--- src/rtl/rst_seq_pkg.sv ---
// Shared types and default constants for the reset sequencer and its synchronizer.
package rst_seq_pkg;

  typedef enum logic [1:0] {
    ST_ASSERT  = 2'd0,
    ST_HOLD    = 2'd1,
    ST_RELEASE = 2'd2,
    ST_RUN     = 2'd3
  } rst_seq_state_e;

  localparam int SYNC_STAGES_DEF = 2;
  localparam int HOLD_CYCLES_DEF = 16;
  localparam int N_DOM_DEF       = 4;
  localparam int STAGGER_DEF     = 8;

  // Counter width able to hold 0..n-1, never narrower than one bit.
  function automatic int cnt_width(input int n);
    return (n < 2) ? 1 : $clog2(n);
  endfunction

endpackage

--- src/rtl/reset_sequencer_rst_sync.sv ---
// Async-assert / sync-deassert reset synchronizer: every flop is forced to 1 by rst
// and the chain shifts in 0 on each clk edge once rst is low.
module rst_sync
  import rst_seq_pkg::*;
#(
  parameter int SYNC_STAGES = SYNC_STAGES_DEF
) (
  input  logic clk,
  input  logic rst,
  output logic rst_s
);

  logic [SYNC_STAGES-1:0] sync_q;
  logic [SYNC_STAGES-1:0] sync_d;

  always_comb begin
    sync_d = {sync_q[SYNC_STAGES-2:0], 1'b0};
  end

  always_ff @(posedge clk or posedge rst) begin
    if (rst) begin
      sync_q <= '1;
    end else begin
      sync_q <= sync_d;
    end
  end

  assign rst_s = sync_q[SYNC_STAGES-1];

endmodule

--- src/rtl/reset_sequencer.sv ---
// Power-on / software reset sequencer: synchronized release, hold, then staggered
// per-domain release. Software reset path exists only with RESET_SEQUENCER_SW_REQ_EN.
module reset_sequencer
  import rst_seq_pkg::*;
#(
  parameter int SYNC_STAGES = SYNC_STAGES_DEF,
  parameter int HOLD_CYCLES = HOLD_CYCLES_DEF,
  parameter int N_DOM       = N_DOM_DEF,
  parameter int STAGGER     = STAGGER_DEF
) (
  input  logic             clk,
  input  logic             rst,
  input  logic             sw_rst_req,
  output logic             sw_rst_ack,
  output logic [N_DOM-1:0] dom_rst,
  output logic             rst_done
);

  localparam int HW = cnt_width(HOLD_CYCLES);
  localparam int SW = cnt_width(STAGGER);
  localparam logic [HW-1:0] HOLD_LAST = HW'(HOLD_CYCLES - 1);
  localparam logic [SW-1:0] STAG_LAST = SW'(STAGGER - 1);

  rst_seq_state_e   state_q, state_d;
  logic [HW-1:0]    hold_cnt_q, hold_cnt_d;
  logic [SW-1:0]    stag_cnt_q, stag_cnt_d;
  logic [N_DOM-1:0] dom_rst_q, dom_rst_d;
  logic             rst_done_q, rst_done_d;
  logic             sw_rst_ack_q, sw_rst_ack_d;
  logic             rst_s;
  logic             sw_take;
  logic [N_DOM-1:0] dom_shift;
  logic             release_last;
  logic             hold_end;
  logic             stag_end;

  rst_sync #(
    .SYNC_STAGES(SYNC_STAGES)
  ) u_rst_sync (
    .clk  (clk),
    .rst  (rst),
    .rst_s(rst_s)
  );

`ifdef RESET_SEQUENCER_SW_REQ_EN
  assign sw_take = sw_rst_req;
`else
  logic unused_sw_rst_req;
  assign unused_sw_rst_req = sw_rst_req;
  assign sw_take = 1'b0;
`endif

  // Released domains are the low-order zeros, so the next release is a left shift.
  assign dom_shift    = dom_rst_q << 1;
  assign release_last = (dom_shift == '0);
  assign hold_end     = (hold_cnt_q == HOLD_LAST);
  assign stag_end     = (stag_cnt_q == STAG_LAST);

  always_ff @(posedge clk or posedge rst) begin
    if (rst) begin
      state_q <= ST_ASSERT;
    end else begin
      state_q <= state_d;
    end
  end

  always_comb begin
    state_d = state_q;
    case (state_q)
      ST_ASSERT: begin
        if (!rst_s) state_d = ST_HOLD;
      end
      ST_HOLD: begin
        if (hold_end) state_d = release_last ? ST_RUN : ST_RELEASE;
      end
      ST_RELEASE: begin
        if (stag_end && release_last) state_d = ST_RUN;
      end
      ST_RUN: begin
        if (sw_take) state_d = ST_HOLD;
      end
      default: state_d = ST_ASSERT;
    endcase
  end

  always_comb begin
    hold_cnt_d   = hold_cnt_q;
    stag_cnt_d   = stag_cnt_q;
    dom_rst_d    = dom_rst_q;
    rst_done_d   = rst_done_q;
    sw_rst_ack_d = 1'b0;
    case (state_q)
      ST_ASSERT: begin
        hold_cnt_d = '0;
        stag_cnt_d = '0;
        dom_rst_d  = '1;
        rst_done_d = 1'b0;
      end
      ST_HOLD: begin
        if (hold_end) begin
          hold_cnt_d = '0;
          stag_cnt_d = '0;
          dom_rst_d  = dom_shift;
          rst_done_d = release_last;
        end else begin
          hold_cnt_d = hold_cnt_q + 1'b1;
        end
      end
      ST_RELEASE: begin
        if (stag_end) begin
          stag_cnt_d = '0;
          dom_rst_d  = dom_shift;
          rst_done_d = release_last;
        end else begin
          stag_cnt_d = stag_cnt_q + 1'b1;
        end
      end
      ST_RUN: begin
        if (sw_take) begin
          hold_cnt_d   = '0;
          stag_cnt_d   = '0;
          dom_rst_d    = '1;
          rst_done_d   = 1'b0;
          sw_rst_ack_d = 1'b1;
        end
      end
      default: begin
        dom_rst_d  = '1;
        rst_done_d = 1'b0;
      end
    endcase
  end

  always_ff @(posedge clk or posedge rst) begin
    if (rst) begin
      hold_cnt_q   <= '0;
      stag_cnt_q   <= '0;
      dom_rst_q    <= '1;
      rst_done_q   <= 1'b0;
      sw_rst_ack_q <= 1'b0;
    end else begin
      hold_cnt_q   <= hold_cnt_d;
      stag_cnt_q   <= stag_cnt_d;
      dom_rst_q    <= dom_rst_d;
      rst_done_q   <= rst_done_d;
      sw_rst_ack_q <= sw_rst_ack_d;
    end
  end

  assign dom_rst    = dom_rst_q;
  assign rst_done   = rst_done_q;
  assign sw_rst_ack = sw_rst_ack_q;

endmodule
--- config.mk ---
export PLATFORM = sky130hd
export DESIGN_NAME = reset_sequencer
export DESIGN_NICKNAME = d
export VERILOG_FILES = /design/src/rtl/rst_seq_pkg.sv /design/src/rtl/reset_sequencer_rst_sync.sv /design/src/rtl/reset_sequencer.sv
export SDC_FILE = /design/constraint.sdc
export NUM_CORES = 1
export LEC_CHECK = 0
export CORE_ASPECT_RATIO = 2
export CORE_MARGIN = 1.5
export CORE_UTILIZATION = 30
export CTS_BUF_LIST = sky130_fd_sc_hd__clkbuf_4 sky130_fd_sc_hd__clkbuf_8
export DETAILED_ROUTE_END_ITERATION = 7
export SYNTH_ARGS = -nofsm -noshare
export SYNTH_HDL_FRONTEND = slang
export SYNTH_SLANG_ARGS = --single-unit
--- constraint.sdc ---
create_clock -name clk -period 1.6 [get_ports clk]
set_input_delay 0.16 -clock clk [delete_from_list [all_inputs] [get_ports clk]]
set_output_delay 0.16 -clock clk [all_outputs]
set_load 0.02 [all_outputs]
* After elaboration in Yosys (flattened, before gate mapping)
Cells that the tools add are included.
** Word-level totals
- Register bits after elaboration :: 16
- Input bits :: 3
- Output and inout port bits :: 6
- Logic and storage cells :: 41
** Cells by class
- Add/sub/neg operators :: 2
- Equal/unequal tests :: 9
- Muxes and demuxes :: 16
- Bitwise logic cells :: 1
- Reduce and logical (&&, ||, !) cells :: 7
** Operator list (count)
- 2-to-1 mux 4 bit :: 3
- one-hot mux 4 bit (3 select lines) :: 1
- one-hot mux 3 bit (3 select lines) :: 1
- inequality test 2 bit (second input constant) :: 4
- one-hot mux 4 bit (2 select lines) :: 1
- 2-to-1 mux 2 bit :: 3
- 2-to-1 mux 3 bit :: 2
- one-hot mux 2 bit (3 select lines) :: 1
- adder 4 x 1 -> 4 bit (second input constant) :: 1
- == test 2 bit (second input constant) :: 2
- == test 4 bit (second input constant) :: 1
- logical NOT 4 bit :: 1
- AND reduction 4 bit :: 1
- adder 3 x 1 -> 3 bit (second input constant) :: 1
- == test 3 bit (second input constant) :: 1
- 2-to-1 mux 1 bit :: 3
- one-hot mux 1 bit (3 select lines) :: 1
- AND reduction 3 bit :: 1
- == test 2 x 1 -> 1 bit (second input constant) :: 1
- logical NOT 2 bit :: 1
- AND reduction 2 bit :: 1
- nonzero test 2 bit :: 1
- logical AND 1 bit :: 1
- NOT 1 bit :: 1

* Depth between registers and ports, before layout
- Depth after elaboration :: 4
- Depth in mapped cells :: 6
- Gate-level depth less buffers :: 6

* Hierarchy
Synthesis repeated with hierarchy kept, for this count alone.
** Unflattened totals
- Cell total of the unflattened synthesis :: 80
- Area, all modules :: 834.6 µm²
** By module, submodules not included
- reset_sequencer :: instances 1, cells an instance 76, area each 774.5 µm², sequential area each 355.3 µm²
- rst_sync :: instances 1, cells an instance 4, area each 60.1 µm², sequential area each 52.6 µm²

* Worst setup path before layout
OpenSTA, ideal clock, no wires.
- Path kind :: register to register
- From :: reg state_q[1]
- To :: reg state_q[0]
- Setup time :: 0.079 ns
- Data arrival time :: 1.528 ns
- Data required time :: 1.521 ns
- Slack :: -0.007 ns
- Cell stages (with the launch flop) :: 7
- Buffers on the path :: 1
- Clock period less this slack :: 1.607 ns
- Path through :: dfrtp_1 > inv_1 > ha_1 > buf_2 > a221oi_4 > o211a_4 > mux2i_1
** On the way
- Word-level cells in the longest chain between the ends :: 3
- Elaborated cells between the ends (all ways) :: 10
- Classes of those cells :: eq/ne (6); mux (1); bitwise (1); reduce/logical (2)
** RTL lines
- start: declaration :: RTL line reset_sequencer.sv:24 : rst_seq_state_e state_q, state_d;
- start signal: assignment :: RTL line reset_sequencer.sv:63 : state_q <= state_d;
- == test 2 bit, or another cell as far along :: RTL line reset_sequencer.sv:69 : case (state_q)
- inequality test 2 bit (no source line) or NOT 1 bit (tied branches)
- AND reduction 4 bit (no source line)
Several ways; a longest one is shown, not always the timed one.
A chain may end at the register's enable or synchronous reset.

* Worst setup path after layout
- From :: reg stag_cnt_q[1]
- To :: reg state_q[0]
** On the way
- Word-level cells in the longest chain between the ends :: 4
** RTL lines
- start: declaration :: RTL line reset_sequencer.sv:26 : logic [SW-1:0] stag_cnt_q, stag_cnt_d;
- start signal: assignment :: RTL line reset_sequencer.sv:143 : stag_cnt_q <= stag_cnt_d;
- == test 3 bit :: RTL line reset_sequencer.sv:57 : assign stag_end = (stag_cnt_q == STAG_LAST);
- logical AND 1 bit :: RTL line reset_sequencer.sv:77 : if (stag_end && release_last) state_d = ST_RUN;
- inequality test 2 bit (no source line)
- AND reduction 4 bit (no source line)
No other way between the ends.

==> metrics.md <==
| Metric | Value |
|---|---|
| Xor-xnor portion of the synthesized cell area | 0 |
| Main combinational cell family by area after synthesis | compound AO/OA/AOI/OAI gates |
| Final min period | between 1.5 and 2 ns |
| Worst Hold Class | in -> async |
| EDFF count, synth | 0 |
| Final Hold Fails | 0 |
| Total GRT Usage | 0.123 |
| Clk root buf | clkbuf_8 |
| Placer Congestion | around 0.78 |
| Final cell count without fillers | 122 |
| Post-Synth Simple-Gate Area | 0.0924 |
| Proportion of layout cells with a drive suffix above 1 | 0.298 |
| Met2 Use GR | 0.197 |
| Initial DRC Count | 5 |
| Number of cells on the worst reg-to-reg path | 6 |
| Most crowded layer after global routing | met2 |
| FF-to-FF setup slack | ~0.036 ns |
| Synth Area in Adders | 0.108 |
| Power per cell area | between 700 and 800 nW/um^2 |
| Antenna-violating nets left | 0 |
| Die Ht | 76.6 um |
| Synth warn | 0 |
| CTS tree | yes |
| Mux share of post-synthesis cell area | 0.0508 |
| Area grow syn2layout | 30.8% |
| Synth Instances | 75 |
| Total power draw | approximately 780 uW |
| Port buffer count | 6 |
| Register area share after synthesis | 0.502 |
| Drt via density | between 4 and 5 |
| DRC viols | 0 |
| Max-slew violations | 0 |
| Placed insts | ~110 |
| Setup tns final | 0 ns |
| Global route total overflow | 0 |
| ANT cells | 0 |
| Core area | about 2600 um^2 |
| Largest net degree at the start of global routing | 17 |
| Worst setup EP type | flip-flop |
| Area of the mapped netlist | approximately 810 um^2 |
| Initial Util | 0.316 |
| Setup CP Type | reg -> reg |
| Status | finished clean |
| Die width | roughly 40 um |
| Vias in the first global route | 636 |
| Max Cap Violations | 0 |
| Pre-antenna DRT Iters | 2 |
| Final setup fails | 0 |
| Most frequent cells in the layout | o21ai_0 (10), inv_1 (10), dfrtp_1 (10), buf_4 (9), dfstp_2 (6) |
| Critical path required time | 1.77 ns |
| Final Cycle Share | 0.978 |
| Met1 Use GR | 0.137 |
| Yosys reg bits | 16 |
| Startpoint Class | flip-flop |
| Drt wl/cell | about 13 um |
| Worst-path fanout max | 2 |
| Final #Nets | between 100 and 150 |
| Clock buffer count from CTS | 3 |
| Synth async-reset ratio | 1.00 |
| Worst setup path end | state_q[0] |
| Clock buffer depth | 2 |
| Vias after detailed routing | 579 |
| Ports | 9 |
| Skew final | 0.00293 ns |
| Fill cells | ~260 |
| R2R Path Start | stag_cnt_q[1] |
| Syn_area_per_cell | between 10 and 15 um^2 |
| Crit path from | stag_cnt_q[1] |
| Maximum VDD drop | roughly 0.00055 V |
| Post-DP HPWL | ~1.2 mm |
| RSZ-0062 raised after global routing | true |
| Routed WL | about 1.6 mm |
| Synth Area in Compound Gates | 0.176 |
| R2r endpoint | state_q[0] |
| Clock transition at path regs | approximately 0.06 ns |
| Initial antenna violation count | 0 |
| Top_reg_cell synth | dfrtp_1 |
| H-tree depth | 1 |
| Pleak | between 0.0004 and 0.0005 uW |
| Die ar. | around 3000 um^2 |
| FMAX | between 600 and 700 MHz |
| Clk_lat worst skew | between 0.2 and 0.3 ns |
| First-pass GRT wire length | about 2.6 mm |
| Met3 usage | 0.0175 |
| Post-synth cell types | 25 |
| Crit path DAT | ~1.7 ns |
| # clock sinks | 16 |
| Rows | 26 |
==> power breakdown <==
part           switching [uW]  internal (uW)  leakage (uW)
logic                    10.3           3.92      0.000271
clock network             134            218     0.0000288
registers               0.639            410      0.000186
total                     145            632      0.000486
==> critical path, cell delays in order, from the launching register on <==
cell	delay, ns
dfrtp_1	0.37
ha_2	0.20
ha_4	0.13
inv_2	0.04
a221oi_4	0.33
o211a_4	0.22
mux2i_1	0.20
==> cell type report <==
cell class	count	area, um^2	area share
multi-input combinational	47	382	0.359
inverter	11	41.3	0.0389
tap	28	35.0	0.0330
sequential	16	408	0.384
timing repair buffer	16	141	0.133
clock buffer	4	55.1	0.0518
==> synth_stat cells (2+ instances only) <==
library cell  instances  area (um^2)
a31oi_1               2         12.5
dfrtp_1              10          250
dfstp_2               6          158
ha_1                  7         87.6
inv_1                11         41.3
mux2i_1               3         30.0
nand2_1               4         15.0
nand3_1               3         15.0
nor2_1                3         11.3
nor3_1                2         10.0
o21ai_0              10         50.1
==> worst min-delay path by stage <==
stage | start | end | slack, ns | cells past startpoint
finish | rst | state_q[0] | 0.21 | 3
global route | rst | hold_cnt_q[0] | 0.30 | 3
CTS | rst | hold_cnt_q[0] | 0.22 | 3
detailed placement | u_rst_sync.sync_q[0] | u_rst_sync.sync_q[1] | 0.35 | 0
global placement | u_rst_sync.sync_q[0] | u_rst_sync.sync_q[1] | 0.35 | 0
floorplan | rst | hold_cnt_q[0] | 0.07 | 1
==> flip-flops by register name, summed over array words and instances, names as in the netlist <==
name and flops:
u_rst_sync.sync_q 2, dom_rst 4, hold_cnt_q 4, rst_done 1
stag_cnt_q 3, state_q 2
==> what timing repair did <==
action                                 4_1_cts  5_1_grt
hold buffers                                 0        0
endpoints found under the hold margin        0        0
pin swaps                                    2        3
gates resized for setup                      1        7
setup buffers                                2        2
setup endpoints to repair                    1        8
==> logic make-up after synthesis <==
logic type	after synthesis
compound gates	19
fa+ha+maj	7
buf+inv	13
flops	16
mux	4
other cells	1
simple gates	15
==> routing by layer <==
layer | wire, um | share of wire | vias to the layer above
met5 | 0 | 0 | -
met4 | 41 | 0.026 | 0
met3 | 44 | 0.028 | 4
met2 | 879 | 0.56 | 10
met1 | 591 | 0.38 | 276
li1 | - | - | 289
==> through the flow <==
step | hold WS, ns | worst slack (ns) | util | area (um^2)
2_1_floorplan | 0.0694 | 0.0105 | - | 816
4_1_cts | 0.217 | 0.0112 | 0.395 | 1020
5_1_grt | 0.302 | -0.0389 | 0.413 | 1060
3_5_place_dp | 0.348 | -0.00797 | 0.367 | 943
6_report | 0.210 | 0.0359 | 0.413 | 1060
3_3_place_gp | 0.348 | 0.0369 | 0.367 | 943
Power figures use the tool's default switching activity.
